<file path="src/rtl/mod3_arbiter.sv">
// Round-robin arbiter sharing one serial 2-bit-per-cycle mod-3 reducer.
// Define MOD3_ARB_FIXED_PRIO_EN for lowest-index-wins fixed priority.
module mod3_arbiter #(
  parameter int NREQ  = 4,
  parameter int WIDTH = 64,
  parameter int IDW   = $clog2(NREQ)
) (
  input  logic                  clk,
  input  logic                  rst_n,
  input  logic                  e,
  input  logic [NREQ-1:0]       req,
  input  logic [NREQ*WIDTH-1:0] x,
  output logic [NREQ-1:0]       gnt,
  output logic                  busy,
  output logic [1:0]            s,
  output logic [IDW-1:0]        id,
  output logic                  f
);

  localparam int STEPS = WIDTH / 2;
  localparam int CW    = (STEPS > 1) ? $clog2(STEPS) : 1;

  typedef enum logic {
    IDLE,
    BUSY
  } state_t;

  state_t           state;
  logic [WIDTH-1:0] sh;
  logic [1:0]       acc;
  logic [CW-1:0]    cnt;
  logic [IDW-1:0]   idp;
  logic [IDW-1:0]   pick;
  logic [IDW-1:0]   idx;
  logic             hit;
  logic [WIDTH-1:0] op;
  logic [2:0]       sum;
  logic [1:0]       nxt;
`ifndef MOD3_ARB_FIXED_PRIO_EN
  logic [IDW-1:0]   ptr;
`endif

  always_comb begin
    pick = '0;
    idx  = '0;
    hit  = 1'b0;
`ifdef MOD3_ARB_FIXED_PRIO_EN
    for (int i = NREQ - 1; i >= 0; i--) begin
      idx = IDW'(i);
      if (req[idx]) begin
        pick = idx;
        hit  = 1'b1;
      end
    end
`else
    for (int i = 1; i <= NREQ; i++) begin
      idx = IDW'((int'(ptr) + i) % NREQ);
      if (!hit && req[idx]) begin
        pick = idx;
        hit  = 1'b1;
      end
    end
`endif
  end

  always_comb begin
    op = '0;
    for (int k = 0; k < NREQ; k++) begin
      if (pick == IDW'(k)) op = x[k*WIDTH +: WIDTH];
    end
  end

  // acc + digit is at most 5, so one subtraction of 3 lands in 0..2
  always_comb begin
    sum = {1'b0, acc} + {1'b0, sh[1:0]};
    nxt = (sum >= 3'd3) ? 2'(sum - 3'd3) : sum[1:0];
  end

  always_ff @(posedge clk or negedge rst_n) begin
    if (!rst_n) begin
      state <= IDLE;
      gnt   <= '0;
      busy  <= 1'b0;
      s     <= 2'd0;
      id    <= '0;
      f     <= 1'b0;
      cnt   <= '0;
      acc   <= 2'd0;
      sh    <= '0;
      idp   <= '0;
`ifndef MOD3_ARB_FIXED_PRIO_EN
      ptr   <= IDW'(NREQ - 1);
`endif
    end else begin
      unique case (state)
        IDLE: begin
          f   <= 1'b0;
          gnt <= '0;
          if (e && hit) begin
            sh    <= op;
            gnt   <= {{(NREQ-1){1'b0}}, 1'b1} << pick;
            idp   <= pick;
`ifndef MOD3_ARB_FIXED_PRIO_EN
            ptr   <= pick;
`endif
            acc   <= 2'd0;
            cnt   <= '0;
            busy  <= 1'b1;
            state <= BUSY;
          end
        end
        BUSY: begin
          gnt <= '0;
          acc <= nxt;
          sh  <= sh >> 2;
          cnt <= cnt + 1'b1;
          if (cnt == CW'(STEPS - 1)) begin
            s     <= nxt;
            id    <= idp;
            f     <= 1'b1;
            busy  <= 1'b0;
            state <= IDLE;
          end
        end
        default: state <= IDLE;
      endcase
    end
  end

endmodule

</file>
<file path="config.mk">
export PLATFORM = sky130hd
export DESIGN_NAME = mod3_arbiter
export DESIGN_NICKNAME = d
export VERILOG_FILES = /design/src/rtl/mod3_arbiter.sv
export SDC_FILE = /design/constraint.sdc
export NUM_CORES = 1
export LEC_CHECK = 0
export CORE_MARGIN = 3
export CORE_UTILIZATION = 39
export CTS_CLUSTER_SIZE = 12
export DETAILED_ROUTE_END_ITERATION = 10
export PLACE_DENSITY = 0.86
export SLEW_MARGIN = 20
export SYNTH_ARGS = -nofsm -noshare
export SYNTH_HDL_FRONTEND = slang
export SYNTH_SLANG_ARGS = --single-unit
</file>
<file path="constraint.sdc">
create_clock -name clk -period 2 [get_ports clk]
set_clock_uncertainty 0.05 [all_clocks]
set_input_delay 0.3 -clock clk [delete_from_list [all_inputs] [get_ports clk]]
set_output_delay 0.3 -clock clk [all_outputs]
set_load 0.005 [all_outputs]
</file>
==> impl_results.md, run 1 <==
- Share of flip-flops with an asynchronous set or reset: 1.00
- ANT cells: 0
- Routed Antenna Nets: 0
- Core ar.: 15,400 sq um
- Row count: 45
- Peak supply drop: 550 uV
- Die height: 132 microns
- Antenna violations before repair: 2
- Synth cell types: 48
- Remaining Overflow, GRT: 0
- Setup CP Type: flop to flop
- Synthesized Nets: 996
- Starting Density: 0.404
- Setup crit end kind: flop
- Pre-CTS setup slack: -384 ps
- Share of post-route cells with drive strength above 1: 0.156
- Width of the die: 132 microns
- CTS root buffer: clkbuf_16
- FMAX: 0.491 GHz
- Failing checks: setup timing
- Synthesis Warnings: 0
- Cell count after synthesis: 728
- Instance area at placement: 9520 sq um
- PwrDens: 1220 nW/um^2
- Lkg Pwr: 4.21 nW
- Met2 usage: 0.428
- Slew margin rel.: 0.699
- DRT Wirelength: 24,700 microns
- Routability cong.: 0.876
- Fin nets: 1,286
- WP data arrival: 2250 ps
- DR WL/cell: 20.0 microns
- Top_reg_cell synth: dfrtp_1
- DRC errors left: 0
- Worst Path Required: 2210 ps
- Die ar.: 17,500 sq um
- Most common cell after layout, fill and taps aside: clkdlybuf4s50_1
- 1st-pass router iterations: 4
- Netlist Area Pre-Place: 6230 sq um
- GR Util All Layers: 0.249
- Hold Path Class: input pin to asynchronous set/reset pin
- CP startpoint kind: flop
- Fin area: 10,400 sq um
- Mux share of post-synthesis cell area: 0.0512
- Layout Cells excl Fill: 1,234
- Post-synth EDFFs: 0
- Post-synthesis compound-gate area fraction: 0.386
- RSZ-0062 raised after global routing: true
- Via density per instance: 5.75
- Outcome: complete, but fails checks
- Shortest period the worst path allows: 2040 ps
- Met3 Resource Use GR: 0.0664
- Count of final hold-check violations: 0
- Max-Cap Viols: 0
- Vias in the first global route: 6,924
- Post-synthesis sequential area ratio: 0.346
- Largest net degree at the start of global routing: 44
- Htree depth: 3
- Synthesis-to-layout area growth: 66.6%
- CTS tree: done
- Cts bufs inserted: 9
- CP Max Fanout: 2
- Largest family of logic cells by synthesized area: compound AO/OA/AOI/OAI gates
- Count of final setup violators: 2
- Clock Sinks: 86
- Most used routing layer: met2
- Clk Latency, worst-skew pair: 340 ps
- Slew Limit Fails: 0
- Min setup slack post-route: -35.7 ps
- Slew @ Worst Pin: 452 ps
- Final period util: 1.02
- R2R cell count: 9
- First-pass GRT wire length: 35,500 microns
- Max clock buf depth: 2
- Via Count: 7,092
- Placed cells: 1,195
- Synth Area in XOR/XNOR: 0.00281
- Post-Synth Adder-Cell Area: 0.0112
- Drt first-iter violations: 340
- Met1 Track Usage GR: 0.306
- Commonest non-fill, non-tap cells in the layout: 267 x clkdlybuf4s50_1, 106 x nand2_1, 83 x dfrtp_1, 77 x a21oi_1, 57 x a2bb2oi_1
- Post-DP HPWL: 16,600 microns
- Area share of and/or/nand/nor cells after synthesis: 0.136
- Mean Syn Cell Area: 8.56 sq um
- Reg clk slew, reported paths: 70 ps
- # port buffers: 272
- IO Count: 273
- Final Core Density: 0.673
- #FFs+latches synth: 86
report_power, final:
group	total, mW	internal (mW)	switching [mW]
Combinational	7.71	3.98	3.74
Clock	1.93	1.23	0.705
Sequential	3.06	2.56	0.503
cells in the mapped netlist (3+ instances only):
master	count	area [sq um]
a21oi_1	78	390
a2bb2oi_1	62	543
buf_2	23	115
buf_4	17	128
buf_6	4	45.0
clkbuf_1	27	101
dfrtp_1	84	2100
ha_1	4	50.1
inv_1	5	18.8
mux2_2	3	33.8
mux2i_1	27	270
nand2_1	107	402
nand2b_1	37	231
nor2_1	36	135
o211ai_1	37	278
o21a_1	3	22.5
o21ai_0	48	240
o21ai_1	25	125
o221a_2	25	282
o221ai_1	3	26.3
o2bb2ai_1	37	324
through the flow:
step                hold WS (ps)  power (mW)  setup TNS, ps
detailed placement           230        9.73         -20480
floorplan                  -45.6        7.33              0
global route                 434        13.5           -962
global placement             225        9.51         -16670
CTS                          409        11.8          -56.0
finish                       398        12.7          -69.2
cell families after synthesis:
kind of cell | count (synthesis)
xor gates and xnor gates | 2
and+or+nand+nor | 193
buffers and inverters | 79
DFF | 86
adders and majority gates | 5
AOI/OAI and AO/OA | 332
muxes | 31
critical path, stage by stage (launching register included):
cell and delay [ps]:
dfrtp_1 360, ha_2 180, inv_2 40, fa_1 530, inv_2 60, ha_4 160, nor3b_4 200, o21ai_1 90
buf_4 160, o22ai_2 140
final timing paths:
path                       start  slack [ps]     end
max                        sh[0]         -40  acc[1]
min                        rst_n         400  sh[41]
max reg2reg                sh[0]         -40  acc[1]
min reg2reg                 busy         440    busy
max in group asynchronous  rst_n         900  sh[57]
min in group clk            busy         440    busy
sequential cells by signal, summed over array words and instances, names as in the netlist:
register  count
idp           2
state         1
ptr           2
cnt           5
acc           2
busy          1
s             2
sh           64
f             1
gnt           4
id            2
layer usage:
metal,part of all wire,up-vias
met3,0.098,52
met4,0.027,4
met5,0.0011,-
met1,0.39,3373
li1,-,3287
met2,0.49,376
repair_timing:
| action | in CTS | in global routing |
|---|---|---|
| pin swaps | 1 | 11 |
| buffers inserted | 2 | 11 |
| cloned | 0 | 10 |
| hold buffers | 1 | 0 |
| gates resized for setup | 6 | 40 |
| endpoints found under the setup margin | 7 | 67 |
| endpoints found under the hold margin | 26 | 0 |
final cells by class:
| type | count | area (sq um) |
|---|---|---|
| Timing Repair Buffer | 351 | 3770 |
| Clock buffer | 11 | 233 |
| Sequential cell | 86 | 2160 |
| Inverter | 6 | 22.5 |
| Clock inverter | 5 | 108 |
| Tap cell | 211 | 264 |
| Multi-Input combinational cell | 564 | 3830 |
| Fill cell | 1241 | 5040 |
(Power assumes the default switching activity.)
==> run 2, diff against run 1 <==
CORE_ASPECT_RATIO = 1.75   (was unset)
==> run 2 against run 1 <==
The run still ends with setup timing left. Register-to-register slack about the same. Utilization is 3.6 points lower. Worst hold slack worse by 22 ps. Highest routed layer is now met4.
==> impl_results.md, run 2 (synthesis gave the netlist of run 1 again) <==
- Largest net degree at the start of global routing: 51 (was 44)
- Routed Antenna Nets: 0 (unchanged)
- Most common cell after layout, fill and taps aside: clkdlybuf4s50_1 (unchanged)
- Outcome: complete, but fails checks (unchanged)
- IO Count: 273 (unchanged)
- GR Util All Layers: 0.246 (was 0.249)
- Fin Setup TNS: -38.9 ps (was -69.2 ps)
- Footprint of the multi-input gates: 3750 sq um (was 3830 sq um)
- Lkg Pwr: 4.01 nW (was 4.21 nW)
- Peak supply drop: 552 uV (was 550 uV)
- Slew Limit Fails: 0 (unchanged)
- Hold Path Class: input pin to asynchronous set/reset pin (unchanged)
- DR top layer: met4 (was met5)
- Min setup slack post-route: -35.6 ps (was -35.7 ps)
- Max clock buf depth: 2 (unchanged)
- DRT Wirelength: 22,400 microns (was 24,700 microns)
- Via Count: 6,711 (was 7,092)
- WP data arrival: 2200 ps (was 2250 ps)
- M1 WL: 8420 microns (was 9620 microns)
- CTS root buffer: clkbuf_16 (unchanged)
- Htree depth: 3 (unchanged)
- FMAX: 0.491 GHz (about the same)
- Routability cong.: 0.909 (was 0.876)
- 1st-pass router iterations: 5 (was 4)
- First-pass GRT wire length: 34,600 microns (was 35,500 microns)
- Clock Sinks: 86 (unchanged)
- Synthesis-to-layout area growth: 58.8% (was 66.6%)
- Count of final setup violators: 2 (unchanged)
- Max reg flops: 64 (unchanged)
- Final period util: 1.02 (about the same)
- Fill count: 1,302 (was 1,241)
- Remaining Overflow, GRT: 0 (unchanged)
- Reg clk slew, reported paths: 60 ps (was 70 ps)
- Wire length on met3: 1080 microns (was 2410 microns)
- Row count: 60 (was 45)
- Post-DP HPWL: 16,600 microns (about the same)
- Fin nets: 1,261 (was 1,286)
- Failing checks: setup timing (unchanged)
- Metal2 WL: 12,200 microns (was 12,000 microns)
- Cts bufs inserted: 9 (unchanged)
- Biggest register: sh (unchanged)
- Worst Path Required: 2170 ps (was 2210 ps)
- Via density per instance: 5.67 (was 5.75)
- CP Max Fanout: 2 (unchanged)
- Largest regs: sh: 64 flops, cnt: 5 flops, gnt: 4 flops (unchanged)
- Antenna violations before repair: 0 (was 2)
- Share of post-route cells with drive strength above 1: 0.127 (was 0.156)
- Final Core Density: 0.637 (was 0.673)
- Shortest period the worst path allows: 2040 ps (about the same)
- CP startpoint kind: flop (unchanged)
- Count of final hold-check violations: 0 (unchanged)
- Commonest non-fill, non-tap cells in the layout: 267 x clkdlybuf4s50_1, 105 x nand2_1, 83 x dfrtp_1, 77 x a21oi_1, 59 x a2bb2oi_1 (was 267 x clkdlybuf4s50_1, 106 x nand2_1, 83 x dfrtp_1, 77 x a21oi_1, 57 x a2bb2oi_1)
- Setup crit end kind: flop (unchanged)
- # port buffers: 272 (unchanged)
- Drt first-iter violations: 228 (was 340)
- RSZ-0062 raised after global routing: true (unchanged)
- Slew @ Worst Pin: 495 ps (was 452 ps)
- Reg area: 2160 sq um (unchanged)
- Slew margin rel.: 0.670 (was 0.699)
- PwrDens: 1160 nW/um^2 (was 1220 nW/um^2)
- DR WL/cell: 18.9 microns (was 20.0 microns)
- Die height: 173 microns (was 132 microns)
- Core ar.: 15,500 sq um (was 15,400 sq um)
- Die ar.: 17,600 sq um (was 17,500 sq um)
- Power Total: 11.5 mW (was 12.7 mW)
- Vias in the first global route: 7,048 (was 6,924)
- Clk Latency, worst-skew pair: 330 ps (was 340 ps)
- ANT cells: 0 (unchanged)
- Final hold slack: 376 ps (was 398 ps)
- Width of the die: 102 microns (was 132 microns)
- Starting Density: 0.401 (was 0.404)
- CTS tree: done (unchanged)
- Setup CP Type: flop to flop (unchanged)
- Max-Cap Viols: 0 (unchanged)
- DRC errors left: 0 (unchanged)
[run 2: metal layers]
metal,GRT usage,vias to the layer above
met5,0,-
met4,0.0993,0
met3,0.0338,39
met2,0.449,231
met1,0.279,3202
li1,-,3239
[run 2: where the power goes]
| part | switching [mW] | internal [mW] |
|---|---|---|
| logic | 3.35 | 3.39 |
| registers | 0.477 | 2.56 |
| clock network | 0.666 | 1.04 |
[run 2: worst paths after layout]
check,start,end,slack (ps),cells past startpoint
setup / recovery,sh[0],s[0],-40,8
hold / removal,rst_n,sh[42],380,2
setup reg to reg,sh[0],s[0],-40,8
hold reg to reg,s[1],s[1],430,2
max in group asynchronous,rst_n,ptr[1],910,3
min in group clk,s[1],s[1],430,2
[run 2: metrics by stage]
stage               area (sq um)  setup WS, ps  cells
floorplan                   6230           105    728
global route                9890          -126   1184
CTS                         9710         -88.3   1177
detailed placement          9390          -339   1162
global placement            9390          -264   1162
finish                      9890         -35.6   1184
[run 2: layout make-up]
cell class	instances	share of cell area
timing repair buffer	327	0.346
multi-input combinational	563	0.380
clock inverter	3	0.00430
clock buffer	13	0.0263
inverter	6	0.00228
sequential	86	0.218
tap	186	0.0235
[run 2: critical path, stage by stage (launching register included)]
cell and delay [ps]:
dfrtp_1 370, ha_2 180, inv_2 30, fa_1 500, inv_1 50, ha_2 170, nor3b_2 210, a21oi_2 90
mux2_2 260
[run 2: repair_timing]
| item | 4_1_cts | 5_1_grt |
|---|---|---|
| cloned | 0 | 3 |
| setup endpoints to repair | 4 | 67 |
| buffers inserted | 0 | 4 |
| pin swaps | 6 | 10 |
| resized for setup | 9 | 22 |
| hold buffers | 1 | 0 |
| endpoints found under the hold margin | 24 | 0 |
